[src/rtl/btn_event_sequencer_if.sv]
// Event handshake between the keypad front-end (master) and its consumer (slave).
interface btn_event_sequencer_if;
  logic       ev_valid;
  logic       ev_ready;
  logic [3:0] ev_code;
  logic       ev_multi;

  modport master (
    output ev_valid,
    output ev_code,
    output ev_multi,
    input  ev_ready
  );

  modport slave (
    input  ev_valid,
    input  ev_code,
    input  ev_multi,
    output ev_ready
  );
endinterface

[src/rtl/btn_event_sequencer.sv]
// Keypad front-end: synchronizes and debounces four active-low buttons, and
// delivers one arbitrated event per press, on release, over valid/ready.
module btn_event_sequencer #(
  parameter int DEBOUNCE_CYCLES = 1_000_000,
  parameter int CNT_W           = $clog2(DEBOUNCE_CYCLES + 1)
) (
  input  logic                  clk,
  input  logic                  rst,
  input  logic [3:0]            btn,
  btn_event_sequencer_if.master ev,
  output logic                  busy
);

  localparam logic [2:0] IDLE  = 3'd0;
  localparam logic [2:0] DB_PR = 3'd1;
  localparam logic [2:0] HELD  = 3'd2;
  localparam logic [2:0] DB_RL = 3'd3;
  localparam logic [2:0] EMIT  = 3'd4;

  localparam logic [CNT_W-1:0] CNT_MAX = CNT_W'(DEBOUNCE_CYCLES - 1);

  logic [3:0]       sync1_q, btn_s_q;
  logic [2:0]       state_q, state_d;
  logic [3:0]       cap_q, cap_d;
  logic [CNT_W-1:0] cnt_q, cnt_d;
  logic             valid_q, valid_d;
  logic [3:0]       code_q, code_d;
  logic             multi_q, multi_d;

  logic [3:0]       arb_code;
  logic             arb_multi;
  logic [2:0]       zeros;
  logic             found;

  // Lowest-index pressed button wins; multi flags two or more held together.
  always_comb begin
    arb_code = '1;
    zeros    = '0;
    found    = 1'b0;
    for (int unsigned i = 0; i < 4; i++) begin
      if (!cap_q[i]) begin
        if (!found) arb_code[i] = 1'b0;
        found = 1'b1;
        zeros = zeros + 3'd1;
      end
    end
    arb_multi = (zeros >= 3'd2);
  end

  always_comb begin
    state_d = state_q;
    cap_d   = cap_q;
    cnt_d   = cnt_q;
    valid_d = valid_q;
    code_d  = code_q;
    multi_d = multi_q;
    case (state_q)
      IDLE: begin
        if (btn_s_q != 4'b1111) begin
          state_d = DB_PR;
          cap_d   = btn_s_q;
          cnt_d   = '0;
        end
      end
      DB_PR: begin
        if (btn_s_q != cap_q) begin
          state_d = IDLE;
        end else if (cnt_q == CNT_MAX) begin
          state_d = HELD;
          code_d  = arb_code;
          multi_d = arb_multi;
        end else begin
          cnt_d = cnt_q + CNT_W'(1);
        end
      end
      HELD: begin
        if (btn_s_q == 4'b1111) begin
          state_d = DB_RL;
          cnt_d   = '0;
        end
      end
      DB_RL: begin
        if (btn_s_q != 4'b1111) begin
          state_d = HELD;
        end else if (cnt_q == CNT_MAX) begin
          state_d = EMIT;
          valid_d = 1'b1;
        end else begin
          cnt_d = cnt_q + CNT_W'(1);
        end
      end
      EMIT: begin
        if (ev.ev_ready) begin
          state_d = IDLE;
          valid_d = 1'b0;
        end
      end
      default: state_d = IDLE;
    endcase
  end

  always_ff @(posedge clk) begin
    if (rst) begin
      sync1_q <= '1;
      btn_s_q <= '1;
      state_q <= IDLE;
      cap_q   <= '1;
      cnt_q   <= '0;
      valid_q <= 1'b0;
      code_q  <= '1;
      multi_q <= 1'b0;
    end else begin
      sync1_q <= btn;
      btn_s_q <= sync1_q;
      state_q <= state_d;
      cap_q   <= cap_d;
      cnt_q   <= cnt_d;
      valid_q <= valid_d;
      code_q  <= code_d;
      multi_q <= multi_d;
    end
  end

  assign ev.ev_valid = valid_q;
  assign ev.ev_code  = code_q;
  assign ev.ev_multi = multi_q;
  assign busy        = (state_q != IDLE);

endmodule
[src/flat_wrapper.sv]
// flat-port wrapper written by rule: the top's interface ports become plain ports
module btn_event_sequencer_flat 
#(
  parameter int DEBOUNCE_CYCLES = 1_000_000,
  parameter int CNT_W           = $clog2(DEBOUNCE_CYCLES + 1)
)
  (clk, rst, btn, busy, ev_ev_valid, ev_ev_code, ev_ev_multi, ev_ev_ready);
  btn_event_sequencer_if ev_i ();
  input  logic clk;
  input  logic rst;
  input  logic [3:0] btn;
  output logic busy;
  output wire logic [$bits(ev_i.ev_valid)-1:0] ev_ev_valid;
  output wire logic [$bits(ev_i.ev_code)-1:0] ev_ev_code;
  output wire logic [$bits(ev_i.ev_multi)-1:0] ev_ev_multi;
  input wire logic [$bits(ev_i.ev_ready)-1:0] ev_ev_ready;
  assign ev_ev_valid = ev_i.ev_valid;
  assign ev_ev_code = ev_i.ev_code;
  assign ev_ev_multi = ev_i.ev_multi;
  assign ev_i.ev_ready = ev_ev_ready;
  btn_event_sequencer #(.DEBOUNCE_CYCLES(DEBOUNCE_CYCLES), .CNT_W(CNT_W)) u_core (.clk(clk), .rst(rst), .btn(btn), .ev(ev_i), .busy(busy));
endmodule
[config.mk]
export PLATFORM = sky130hd
export DESIGN_NAME = btn_event_sequencer_flat
export DESIGN_NICKNAME = d
export VERILOG_FILES = /design/src/rtl/btn_event_sequencer_if.sv /design/src/rtl/btn_event_sequencer.sv /design/src/flat_wrapper.sv
export SDC_FILE = /design/constraint.sdc
export NUM_CORES = 1
export LEC_CHECK = 0
export CAP_MARGIN = 25
export CORE_ASPECT_RATIO = 1.4
export CORE_MARGIN = 2
export CORE_UTILIZATION = 58
export CTS_CLUSTER_DIAMETER = 80
export DETAILED_ROUTE_END_ITERATION = 16
export GPL_TIMING_DRIVEN = 0
export PLACE_DENSITY = 0.78
export SLEW_MARGIN = 10
export SYNTH_ARGS = -nofsm -noshare
export SYNTH_HDL_FRONTEND = slang
export SYNTH_SLANG_ARGS = --single-unit
[constraint.sdc]
create_clock -name clk -period 2.5 [get_ports clk]
set_input_delay 0.625 -clock clk [delete_from_list [all_inputs] [get_ports clk]]
set_output_delay 0.625 -clock clk [all_outputs]
set_load 0.02 [all_outputs]
### After elaboration in Yosys (flattened, before gate mapping)

Index checks and enable logic that the tools add are counted.

| word-level totals | value |
|---|---|
| register bits | 41 |
| bits in latches | 0 |
| RAM bits | 0 |
| ROM bits | 0 |
| input port bits | 7 |
| output and inout bits | 7 |
| word-level logic and storage cells | 70 |
| memories kept | 0 |

| operators by class | value |
|---|---|
| add/sub/neg operators | 4 |
| $mul | 0 |
| divide/modulo/power cells | 0 |
| magnitude comparators | 1 |
| eq/ne operators | 16 |
| shifts and indexed selects | 0 |
| muxes and demuxes | 31 |
| bitwise logic cells | 1 |
| reductions and logical operators | 9 |

Operators with widths:

| operator | count |
|---|---|
| $mux W20 | 5 |
| $pmux W20 S4 | 1 |
| $mux W3 | 10 |
| $add A20 B1 Y20 const B | 1 |
| $eq A20 B20 Y1 const B | 1 |
| $pmux W3 S5 | 1 |
| $mux W1 | 13 |
| $reduce_and A5 Y1 | 2 |
| $add A3 B1 Y3 const B | 2 |
| $eq A3 B2 Y1 const B | 2 |
| $ne A2 B1 Y1 const B | 3 |
| $ne A2 B2 Y1 const B | 3 |
| $ne A3 B1 Y1 const B | 2 |
| $eq A4 B4 Y1 const B | 1 |
| $ne A4 B4 Y1 | 1 |
| $ne A4 B4 Y1 const B | 1 |
| $reduce_and A4 Y1 | 1 |
| $reduce_bool A4 Y1 | 1 |
| $eq A3 B1 Y1 const B | 1 |
| $eq A3 B3 Y1 const B | 1 |
| $ge A3 B2 Y1 const B | 1 |
| $logic_not A3 Y1 | 1 |
| $reduce_and A3 Y1 | 1 |
| $reduce_bool A3 Y1 | 1 |
| 5 further kinds | 5 |

### Depth between registers and ports, before layout

Gate-level depths: netlist of the first run.

| logic depth | value |
|---|---|
| word-level depth | 8 |
| gate-level depth with buffers | 9 |

### Worst setup path after synthesis of the first run

Ideal clock, no wire load.

| timing | value |
|---|---|
| path kind | register to register |
| start | reg u_core.state_q[0] |
| end | reg u_core.cnt_q[18] |
| arrival | 1.881 ns |
| data required time | 2.430 ns |
| slack | 0.548 ns |
| cell stages (with the launch flop) | 9 |
| path buffers | 3 |
| path through | dfxtp_1 > buf_6 > or3_1 > buf_6 > nand2b_4 > o311a_4 > buf_6 > or4_1 > a21oi_1 |

| on the way | value |
|---|---|
| word-level cells in the longest chain between the ends | 3 |

RTL lines:

| item | RTL line | source |
|---|---|---|
| start: declaration | btn_event_sequencer.sv:23 | `logic [2:0] state_q, state_d;` |
| start signal: assignment | btn_event_sequencer.sv:115 | `state_q <= state_d;` |
| $eq A3 B2 Y1, or another cell as far along | btn_event_sequencer.sv:57 | `case (state_q)` |
| $ne A2 B1 Y1 (no line), or another cell as far along | - |  |
| $reduce_and A5 Y1 (no line) | - |  |
| end signal: assignment | btn_event_sequencer.sv:117 | `cnt_q <= cnt_d;` |
| end: declaration | btn_event_sequencer.sv:25 | `logic [CNT_W-1:0] cnt_q, cnt_d;` |

Several ways; a longest one is shown, not always the timed one.
A chain may end at the register's enable or synchronous reset.

### Final worst setup path of the first run

| timing | value |
|---|---|
| start | reg u_core.state_q[0] |
| end | out busy |

| on the way | value |
|---|---|
| word-level cells in the longest chain between the ends | 1 |

RTL lines:

| item | RTL line | source |
|---|---|---|
| $reduce_bool A3 Y1 | btn_event_sequencer.sv:127 | `assign busy = (state_q != IDLE);` |
| end: declaration | flat_wrapper.sv:12 | `output logic busy;` |

Every way passes these cells.

==> results of run 1 <==
## worst max-delay path by stage
stage,to,slack [ns],cells past startpoint
after floorplan,u_core.cnt_q[18]$_SDFFE_PP0P_,0.55,8
after global placement,u_core.ev.ev_code[0]$_SDFFE_PP1P_,0.30,5
after detailed placement,u_core.ev.ev_code[0]$_SDFFE_PP1P_,0.29,5
after CTS,busy,0.10,4
after global routing,u_core.ev.ev_code[0]$_SDFFE_PP1P_,0.02,5
final,busy,0.11,4
## layer usage
layer  share of wire (%)  global-route usage, %  up-vias
li1                    -                      -      952
met1                  42                  26.37      906
met2                  53                  44.58       29
met3                 2.6                  3.565       10
met4                 2.0                  9.485        0
met5                   0                      0        -
## final cells by class
cell class | instances | area, um^2 | area share (%)
multi-input cells | 183 | 1207 | 49.46
flip-flops and latches | 41 | 820.8 | 33.62
repair buffers | 13 | 130.1 | 5.331
plain buffers | 16 | 91.34 | 3.742
clock buffers | 6 | 82.58 | 3.383
well taps | 42 | 52.55 | 2.153
clock inverters | 2 | 37.54 | 1.538
inverters | 5 | 18.77 | 0.7688
## state kept, by name, indices dropped and copies added, names as in the netlist
register / flops
u_core.state_q: 3
u_core.cap_q: 4
u_core.ev.ev_valid: 1
u_core.sync1_q: 4
u_core.cnt_q: 20
u_core.ev.ev_multi: 1
u_core.btn_s_q: 4
u_core.ev.ev_code: 4
## kinds of logic (layout without fill, tap and decap cells)
family | Yosys count | in the layout | share of synthesized area (%)
fa+ha+maj | 5 | 5 | 2.926
simple gates | 107 | 107 | 30.25
flops | 41 | 41 | 38.39
buf+inv | 21 | 42 | 5.149
xor+xnor | 7 | 7 | 2.867
compound gates | 62 | 62 | 19.49
mux | 2 | 2 | 0.9363
## cell usage in the layout (no fill, tap or decap), drive strengths merged, types with 3 or more instances in the layout
cell type      count
nand3              8
nor2b              3
dfxtp             41
inv                5
o21bai             4
buf                7
o211ai             3
clkbuf            15
xnor2              6
nand4              7
a21oi             19
nand2b             8
nor3               3
nor2              17
and4               3
or3                5
and3               6
ha                 5
and2               5
o31ai              8
clkdlybuf4s50     13
or4               13
o21ai             11
nand2             10
o22ai              3
or2                9
## metrics by stage
step           power [mW]  setup slack [ns]  hold WS (ns)
6_report            1.682            0.1122        0.4133
5_1_grt             1.758           0.01869        0.4275
4_1_cts             1.695            0.1045        0.4148
3_5_place_dp        1.132            0.2916        0.3957
3_3_place_gp        1.129            0.3002        0.3930
2_1_floorplan       1.020            0.5485        0.3895
## where the power goes
part	total, mW	leakage, nW	internal [mW]	switching (mW)
registers	0.693	0.333	0.674	0.0182
logic	0.432	0.497	0.174	0.258
clock network	0.557	0.0574	0.325	0.233
## worst register-to-register path, cell delays in order (launching register included)
cell and delay (ns):
dfxtp_1 0.31, buf_6 0.13, xnor2_1 0.15, nand4_1 0.24, o311a_4 0.46, clkbuf_1 0.23, clkbuf_1 0.28, o21ai_0 0.23
a21oi_1 0.08
## cells in the mapped netlist (all sizes together) (2+ instances only)
library cell	number	area, um^2
a21oi	19	95.09
and2	5	31.28
and3	6	37.54
and4	3	26.28
buf	7	57.55
clkbuf	9	33.78
dfxtp	41	820.8
ha	5	62.56
inv	5	18.77
mux2i	2	20.02
nand2	10	37.54
nand2b	8	57.55
nand3	8	40.04
nand3b	2	15.01
nand4	7	43.79
nor2	17	63.81
nor2b	3	18.77
nor3	3	15.01
nor4	2	18.77
nor4b	2	17.52
o211ai	3	22.52
o21ai	11	55.05
o21bai	4	30.03
o22ai	3	18.77
o31a	2	17.52
o31ai	8	60.06
or2	9	56.30
or3	5	31.28
or4	13	97.59
xnor2	6	52.55
==> results.cfg, run 1 <==
[floorplan]
die_y_um = 75.84
start_util_pct = 59.76
design.core.area_um2 = 3578
row_count = 26
die-area_um2 = 4195
die_width_um = 55.32
ios = 14

[worst_setup_path]
cpMostUsedCell = buf_6
r2r_start = u_core.cap_q[2]$_SDFFE_PP1P_
critical_path.startpoint_type = register
crit_chain = buf_6 -> or3_1 -> buf_6 -> clkdlybuf4s50_1
r2r_setup_slack_ns = 0.25
worstRegToRegCells = 8
r2r_end = u_core.cnt_q[0]$_SDFFE_PP0P_
worstSetupPathType = reg2out
endpoint_kind = output port
path_delay_family = buffers and inverters
cp_slowest_stage_delay_ns = 0.53
path_max_fanout = 9
critical_path_buf_inv_count = 3
critPathArrivalTime_ns = 1.76
cp.required_ns = 1.88
crit_slowest_cell = clkdlybuf4s50_1
setup.worst_path.start = u_core.state_q[0]$_SDFFE_PP0P_

[placement]
place_area_um2 = 2321
place_congestion = 0.8450
hpwl_um = 3344
dp_cells = 300
portBuffers = 13

[timing]
period_needed_ns = 2.388
fin_tns_setup_ns = 0
clock.fmax_mhz = 418.8
hold_violations = 0
clock_skew_ns = 0.005263
fin_crit_sh_pct = 95.51
worst_pin_slew_ns = 0.7766
max-slew-margin-rel_pct = 47.79
rsz0062_at_grt = no
setup_viol = 0
drv_slew = 0

[detailed_routing]
drc = 0
ant_nets = 0
wire_per_inst_um = 15.21
via_per_inst = 6.159
wirelength_um = 4684
first_pass_iters = 4
drt_iter0_markers = 85
dr_total_vias = 1897

[power]
powerDensity_nw_per_um2 = 689.1
p_leak_nw = 0.8874
peakVddDrop_uv = 436.9

[clock_tree]
cts.htree.levels = 2
cts_setup_buffers = 0
cts_hold_buffers = 0
cts_sinks = 41
tritoncts.num_buffers = 5
cts_resized = 0
clock_latency_ns = 0.29
path_clk_slew_ns = 0.08
cts.root.buffer_cell = clkbuf_8
cts.path.max_buffers = 2
cts_tree = built

[cells_and_area]
drive_gt1_share_pct = 9.774
diodes = 0
instances_no_fill = 308
fin_util_pct = 68.22
fillCellCount = 319
syn_to_final_growth_pct = 14.16
final_area_um2 = 2441
nNetsFinal = 277

[hold_path]
hold_class = reg2reg
hold_depth = 1
hp-start = u_core.sync1_q[1]$_SDFF_PP1_
hold_end = u_core.btn_s_q[1]$_SDFF_PP1_

[synth]
synth-edff-count = 0
synth_seq_cells = 41
ys_seq_area_share_pct = 38.39
synth_nets = 257
async_flop_share_pct = 0
syn_inst = 245
synth_flop_cell = dfxtp_1
netlist_area_um2 = 2138
ys_warn_count = 0
syn_avg_cell_area_um2 = 8.728
synth_cell_type_count = 52

[global_route]
grt_use_total_pct = 23.42
grt_pass1_vias = 1703
antenna_found_initial = 0
grt_max_degree = 14
grt_remaining_overflow = 0
grt_pass1_wl_um = 7762

[flow_run]
drv_cap = 0

[run_status]
run_status = completed
(Power assumes the default switching activity.)
==> run 2, diff against run 1 <==
Settings changed: PLACE_DENSITY 0.78 to 0.88.
==> run 2 against run 1 <==
Sequential power is essentially flat. Via count is 0.74% higher. Hold slack better by 0.0034 ns. Maximum frequency is 1.6% lower. Flip-flop and latch count unchanged. Non-clock buffer count unchanged. Wire length rose by 2.9%. Worst setup slack lost 0.040 ns.
==> results.cfg, run 2 (synthesized netlist as in run 1, its figures left out) <==
[run_status]
run_status = completed

[timing]
fin_crit_sh_pct = 97.09
clock.fmax_mhz = 412.0
setup_viol = 0
drv_slew = 0
max-slew-margin-rel_pct = 48.45
rsz0062_at_grt = no
worst_pin_slew_ns = 0.7668
fin_tns_setup_ns = 0
hold_violations = 0
clock_skew_ns = 0.008363
period_needed_ns = 2.427

[worst_setup_path]
endpoint_kind = output port
worstRegToRegCells = 7
setup.worst_path.start = u_core.state_q[0]$_SDFFE_PP0P_
cp.required_ns = 1.88
critical_path.startpoint_type = register
r2r_setup_slack_ns = 0.22
path_max_fanout = 9
r2r_start = u_core.cap_q[0]$_SDFFE_PP1P_
r2r_end = u_core.cnt_q[4]$_SDFFE_PP0P_
worstSetupPathType = reg2out
critPathArrivalTime_ns = 1.80

[cells_and_area]
diodes = 0
layout_common_cells = dfxtp_1 (41), a21oi_1 (19), nor2_1 (17)
final_common_cell = dfxtp_1
largest_reg_flops = 20
final_area_um2 = 2407
nNetsFinal = 277
instances_no_fill = 308
top_register = u_core.cnt_q
fin_util_pct = 67.27
drive_gt1_share_pct = 9.774
syn_to_final_growth_pct = 12.58

[global_route]
grt_max_degree = 14
grt_pass1_vias = 1783
grt_remaining_overflow = 0
grt_use_total_pct = 24.08
grt_pass1_wl_um = 7955
antenna_found_initial = 0

[detailed_routing]
wire_per_inst_um = 15.65
via_per_inst = 6.205
ant_nets = 0
wirelength_um = 4820
first_pass_iters = 4
drt_iter0_markers = 86
dr_total_vias = 1911
drc = 0

[clock_tree]
cts_tree = built
cts_setup_buffers = 0
tritoncts.num_buffers = 5
cts.htree.levels = 2
path_clk_slew_ns = 0.09
cts.root.buffer_cell = clkbuf_8
cts_hold_buffers = 0
clock_latency_ns = 0.30
cts_resized = 0
cts_sinks = 41
cts.path.max_buffers = 2

[hold_path]
hold_end = u_core.btn_s_q[2]$_SDFF_PP1_
hold_depth = 1
hold_class = reg2reg
hp-start = u_core.sync1_q[2]$_SDFF_PP1_

[floorplan]
row_count = 26
die_width_um = 55.32
die_y_um = 75.84
start_util_pct = 59.76
ios = 14
design.core.area_um2 = 3578
die-area_um2 = 4195

[placement]
place_congestion = 0.8868
hpwl_um = 3449
place_area_um2 = 2321
portBuffers = 13
dp_cells = 300

[flow_run]
drv_cap = 0

[power]
peakVddDrop_uv = 560.1
p_leak_nw = 0.8739
powerDensity_nw_per_um2 = 648.7
[run 2: changes by cell type in the layout (fill, tap and decap cells not counted)]
cell,previous run,this run
clkbuf_8,6,5
clkinv_2,0,2
bufinv_16,1,0
[run 2: layout make-up]
cell class                 instances  area, um^2
clock buffer                       5       68.82
clock inverter                     3       17.52
tap                               42       52.55
fill                             288        1171
multi-input combinational        183        1207
buffer                            16       91.34
inverter                           5       18.77
timing repair buffer              13       130.1
sequential                        41       820.8
[run 2: power by group]
group	total, mW	leakage [nW]	switching [mW]	internal, mW
Combinational	0.437	0.497	0.263	0.174
Sequential	0.693	0.333	0.0182	0.674
Clock	0.432	0.0439	0.240	0.193
Total	1.56	0.874	0.521	1.04
[run 2: critical path, stage by stage (launching register included)]
cell             delay (ns)
dfxtp_1                0.31
buf_6                  0.13
or3_1                  0.38
buf_6                  0.15
clkdlybuf4s50_1        0.53
[run 2: layer usage]
layer / part of all wire (%) / track usage [%] / wire (um) / vias to the layer above
met1: 42 / 25.31 / 2005 / 900
met3: 3.4 / 4.924 / 164 / 13
li1: - / - / - / 955
met5: 0 / 0 / 0 / -
met4: 2.8 / 13.28 / 137 / 0
met2: 52 / 45.37 / 2512 / 43
[run 2: worst max-delay path by stage]
stage / to / slack (ns) / cells past startpoint
final: busy / 0.07 / 4
after global placement: u_core.cnt_q[11]$_SDFFE_PP0P_ / 0.33 / 7
after floorplan: u_core.cnt_q[18]$_SDFFE_PP0P_ / 0.55 / 8
after CTS: busy / 0.09 / 4
after detailed placement: u_core.cnt_q[4]$_SDFFE_PP0P_ / 0.27 / 7
after global routing: u_core.ev.ev_code[0]$_SDFFE_PP1P_ / 0.02 / 5
[run 2: per-stage QoR]
step	hold WS, ns	power, mW	worst slack [ns]
after CTS	0.4164	1.560	0.08529
final	0.4168	1.562	0.07266
after global routing	0.4329	1.642	0.01574
after floorplan	0.3895	1.020	0.5485
after global placement	0.3925	1.126	0.3260
after detailed placement	0.3961	1.136	0.2740
==> run 3, diff against run 2 <==
Settings changed: CORE_UTILIZATION 58 to 30, PLACE_DENSITY 0.88 to 0.56.
==> run 3 against run 2 <==
Global-route usage shrank 10 points. Combinational power grew 2%. Hold slack lost 0.0063 ns. First-iteration DRC count grew 27%. Worst setup slack gained 0.028 ns. Wire length grew 4.5%. Critical path type unchanged.
==> results.cfg, run 3 (synthesized netlist as in run 1, its figures left out) <==
[run_status]
run_status = completed

[timing]
hold_violations = 0
worst_pin_slew_ns = 0.5320
clock.fmax_mhz = 416.8
fin_crit_sh_pct = 95.97
setup_viol = 0
drv_slew = 0
max-slew-margin-rel_pct = 64.54
period_needed_ns = 2.399
setup_ws_ns = 0.1007
rsz0062_at_grt = no
fin_tns_setup_ns = 0
clock_skew_ns = 0.004079

[clock_tree]
tritoncts.num_buffers = 5
cts_sinks = 41
cts_hold_buffers = 0
clock_latency_ns = 0.29
cts.root.buffer_cell = clkbuf_8
cts.path.max_buffers = 2
cts.htree.levels = 2
cts_tree = built
path_clk_slew_ns = 0.08

[worst_setup_path]
r2r_setup_slack_ns = 0.21
critical_path.startpoint_type = register
endpoint_kind = output port
path_max_fanout = 9
worstRegToRegCells = 8
r2r_end = u_core.cnt_q[4]$_SDFFE_PP0P_
critPathArrivalTime_ns = 1.77
cp.required_ns = 1.88
r2r_start = u_core.cap_q[2]$_SDFFE_PP1P_
worstSetupPathType = reg2out

[hold_path]
hold_end = u_core.btn_s_q[3]$_SDFF_PP1_
hp-start = u_core.sync1_q[3]$_SDFF_PP1_
hold_depth = 1
hold_class = reg2reg

[detailed_routing]
dr_total_vias = 1864
wire_per_inst_um = 13.95
via_per_inst = 5.163
drt_iter0_markers = 109
first_pass_iters = 4
wirelength_um = 5036
ant_nets = 0
drc = 0

[global_route]
antenna_found_initial = 0
grt_max_degree = 14
grt_pass1_wl_um = 8631
grt_pass1_vias = 1792
grt_remaining_overflow = 0
grt_use_total_pct = 13.93

[floorplan]
row_count = 36
start_util_pct = 30.83
die_y_um = 103.9
die-area_um2 = 7828
die_width_um = 75.35
ios = 14
design.core.area_um2 = 6937

[cells_and_area]
diodes = 0
nNetsFinal = 277
top_register = u_core.cnt_q
fillCellCount = 763
fin_util_pct = 36.38
largest_reg_flops = 20
final_common_cell = dfxtp_1
multi_input_area_um2 = 1222
layout_common_cells = dfxtp_1 (41), a21oi_1 (19), nor2_1 (17)
ff_latch_area_um2 = 820.8
syn_to_final_growth_pct = 18.02
drive_gt1_share_pct = 10.53

[power]
peakVddDrop_uv = 230.1
p_leak_nw = 0.8911
power.total_mw = 1.696
powerDensity_nw_per_um2 = 672.1

[flow_run]
drv_cap = 0

[placement]
place_congestion = 0.8505
place_ws_ns = 0.1329
portBuffers = 13
hpwl_um = 3644
run 3: cell types whose count changed in the layout (fill, tap and decap cells not counted):
cell / before / now
bufinv_16: 0 / 1
clkbuf_2: 0 / 1
nor4_4: 0 / 1
nor4bb_2: 0 / 1
nor4_2: 1 / 0
clkinv_2: 2 / 0
clkbuf_1: 9 / 8
nor4bb_1: 1 / 0
clkbuf_8: 5 / 6
run 3: layout make-up:
class	count	area share, %
Sequential cell	41	32.52
Buffer	16	3.669
Multi-Input combinational cell	183	48.44
Inverter	5	0.7437
Tap cell	95	4.710
Clock inverter	2	1.487
Clock buffer	6	3.272
Timing Repair Buffer	13	5.156
run 3: stage by stage:
step / area, um^2 / hold slack, ns / std cells
3_5_place_dp: 2387 / 0.3938 / 353
6_report: 2524 / 0.4105 / 361
2_1_floorplan: 2138 / 0.3895 / 245
4_1_cts: 2507 / 0.4069 / 361
5_1_grt: 2524 / 0.4276 / 361
3_3_place_gp: 2387 / 0.3909 / 353
run 3: layer usage:
layer	vias to the layer above	track usage [%]	wire [um]
li1	953	-	-
met1	883	17.35	2233
met2	21	23.42	2600
met3	7	2.326	108
met4	0	5.013	93
met5	-	0	0
run 3: worst max-delay path by stage:
stage                                         startpoint                                 to  slack [ns]  cells past startpoint
final                     u_core.state_q[0]$_SDFFE_PP0P_                               busy        0.10                      4
after detailed placement   u_core.cnt_q[14]$_SDFFE_PP0P_  u_core.ev.ev_code[0]$_SDFFE_PP1P_        0.13                      5
after CTS                 u_core.state_q[0]$_SDFFE_PP0P_                               busy        0.08                      4
after global routing        u_core.cap_q[0]$_SDFFE_PP1P_      u_core.cnt_q[11]$_SDFFE_PP0P_        0.01                      7
after global placement     u_core.cnt_q[14]$_SDFFE_PP0P_  u_core.ev.ev_code[0]$_SDFFE_PP1P_        0.18                      5
after floorplan           u_core.state_q[0]$_SDFFE_PP0P_      u_core.cnt_q[18]$_SDFFE_PP0P_        0.55                      8
run 3: timing repair:
action | CTS | global route
buffers inserted | 0 | 0
gates resized for setup | 0 | 4
setup endpoints to repair | 0 | 4
run 3: worst max-delay path, cell delays in order (launching register included):
cell and delay, ns:
dfxtp_1 0.32, buf_6 0.13, or3_1 0.36, buf_6 0.14, clkdlybuf4s50_1 0.54
run 3: power by group:
part | internal [mW] | total (mW) | leakage, nW | switching [mW]
Clock | 0.325 | 0.559 | 0.0574 | 0.234
Sequential | 0.674 | 0.691 | 0.333 | 0.0170
Combinational | 0.175 | 0.446 | 0.500 | 0.270
Total | 1.17 | 1.70 | 0.891 | 0.522
==> variant, RTL diff (settings of run 3) <==
Add an input register stage for `btn`, without a reset; this delays it by one clock. The other inputs are not delayed to match.
--- a/src/rtl/btn_event_sequencer.sv
+++ b/src/rtl/btn_event_sequencer.sv
@@ -20,2 +20,8 @@
   localparam logic [CNT_W-1:0] CNT_MAX = CNT_W'(DEBOUNCE_CYCLES - 1);
+
+  logic [3:0] btn_q;
+
+  always_ff @(posedge clk) begin
+    btn_q <= btn;
+  end
 
@@ -112,3 +118,3 @@
     end else begin
-      sync1_q <= btn;
+      sync1_q <= btn_q;
       btn_s_q <= sync1_q;
Function: changed (a bounded check fails within 4 cycles, from zero or initial values and one cycle with rst high).
==> variant against run 3 <==
  * Wire length up 16%
  * Sequential cell count up 4
  * Total power down 13%
  * Worst hold slack better by 0.0053 ns
  * Final area up 7.3%
  * Via count up 11%
  * Count of clock-buffer cells in the layout down 1
  * Setup slack better by 0.13 ns
  * Clock power down 10%
  * Synthesized area up 10%
  * Critical path type is now flop to flop
  * Critical endpoint is now u_core.cnt_q[11]
  * Largest cell class unchanged
  * Largest power group unchanged
  * Highest routed layer unchanged
==> variant: results (changes against run 3) <==
The largest incremental delay on the critical path is 0.48 ns (-0.06 ns). The final net count is 291 (+5.1%). The share of layout cells above drive strength 1 came out at 0.150 (+0.0447). The relative max-transition margin is 0.462 (-0.184).

The number of global-route vias before repair is 2059 (+15%). The number of inverters outside the clock class in the layout is 7 (+2). Sorting the synthesized cells by area gives the leading types as sky130_fd_sc_hd__dfxtp_1 38%, sky130_fd_sc_hd__a311oi_2 3.8%, sky130_fd_sc_hd__a31oi_1 3.2%, sky130_fd_sc_hd__nand2_1 3.2%, sky130_fd_sc_hd__nand4_1 3.2%. The placement-stage worst setup slack came out at 0.122 ns (-0.0106 ns).

The number of clock buffer instances in the layout is 5 (-1). On the critical path, the stage with the largest delay is an instance of sky130_fd_sc_hd__dfxtp_1. The met2 routed wirelength is 3070 um (+18%). The count of cells resized by post-cts repair is 1 (+1). The largest clock skew in the final design came out at 0.00542 ns (+0.00134 ns).

The count of buffers not belonging to the clock network in the layout is 26 (-10%). The initial detailed-routing violation count is 140 (+28%). The final cell utilization of the core is 0.352 (-0.0123). The maximum number of pins on one net before global-route repair came out at 18 (+4). The number of vias per cell came to 5.44 (+5.3%). The number of cells in the design after placement was 374 (+5.9%). The number of filler cells placed in the layout was 806 (+5.6%). The arithmetic-cell share of the synthesized area counting full adders, half adders and majority gates came to 0.0265 (-0.00272).

The placed instance area came out at 2610 um2 (+9.4%). The layout multi-input combinational cell count came out at 194 (+6.0%). The gate count of the mapped netlist came to 261 (+6.5%). The non-clock buffer share of cell area came out at 0.0730 (-0.0152).

The clock-pin transition on the worst setup and hold timing paths came out at 0.10 ns (+0.02 ns). The maximum fanout along the worst path came out at 10 (+1). The final worst slack is 0.233 ns (+0.132 ns).

The clock network area share came out at 0.0360 (-0.0116). The multiplexer share of the synthesized area is 0.0106 (+0.00125). The placer's final routability congestion estimate came to 0.843 (-0.86%). The mean routed wirelength per cell is 15.3 um (+9.8%).

The routed length on met1 came out at 2490 um (+11%). Ranked by instance count, the synthesized netlist is headed by 45 x sky130_fd_sc_hd__dfxtp_1, 20 x sky130_fd_sc_hd__nand2_1, 13 x sky130_fd_sc_hd__nor2_1. The met3 track demand over resource in global routing came out at 0.0207 (-0.00256). The overall track demand over capacity in global routing came out at 0.146 (+0.00664). The post-synthesis net count is 273 (+6.2%).

The worst supply voltage drop on vdd is 0.277 mV (+21%). The global-route wire length before repair is 9940 um (+15%). The number of distinct library cell variants in the gate-level netlist after synthesis came out at 53 (+1.9%). The met2 track utilization from global routing came to 0.270 (+0.0363). The synthesized-area fraction occupied by xor and xnor cells came out at 0.0223 (-0.00638). The flow ran to the end, and the final reports show no timing, DRC or antenna violations. The wire length after detailed routing is 5820 um (+16%). The total half-perimeter wirelength after legalization and detailed placement came out at 4140 um (+14%).

The fraction of the yosys area taken by sequential cells is 0.382 (-0.00168).
## variant: cell count changes in the layout (fill, tap and decap cells not counted), sizes merged, moves of 6 or more
cell    change
a21oi       -8
or4        -13
o31ai       -6
a31oi      +12
a311oi      +7
nand2      +10
## variant: how the worst min path moves through the flow
stage / slack [ns] / from / endpoint / cells past startpoint
after floorplan: 0.39 / u_core.sync1_q[0] / u_core.btn_s_q[0] / 1
after detailed placement: 0.39 / u_core.btn_q[2] / u_core.sync1_q[2] / 1
after CTS: 0.42 / u_core.btn_q[2] / u_core.sync1_q[2] / 1
after global routing: 0.43 / u_core.btn_q[3] / u_core.sync1_q[3] / 1
after global placement: 0.39 / u_core.btn_q[1] / u_core.sync1_q[1] / 1
final: 0.42 / u_core.btn_q[2] / u_core.sync1_q[2] / 1
## variant: where the power goes
group	leakage (nW)	internal (mW)	switching, mW	total [mW]
Sequential	0.368	0.732	0.0124	0.744
Combinational	0.513	0.0822	0.154	0.236
Clock	0.0511	0.211	0.291	0.502
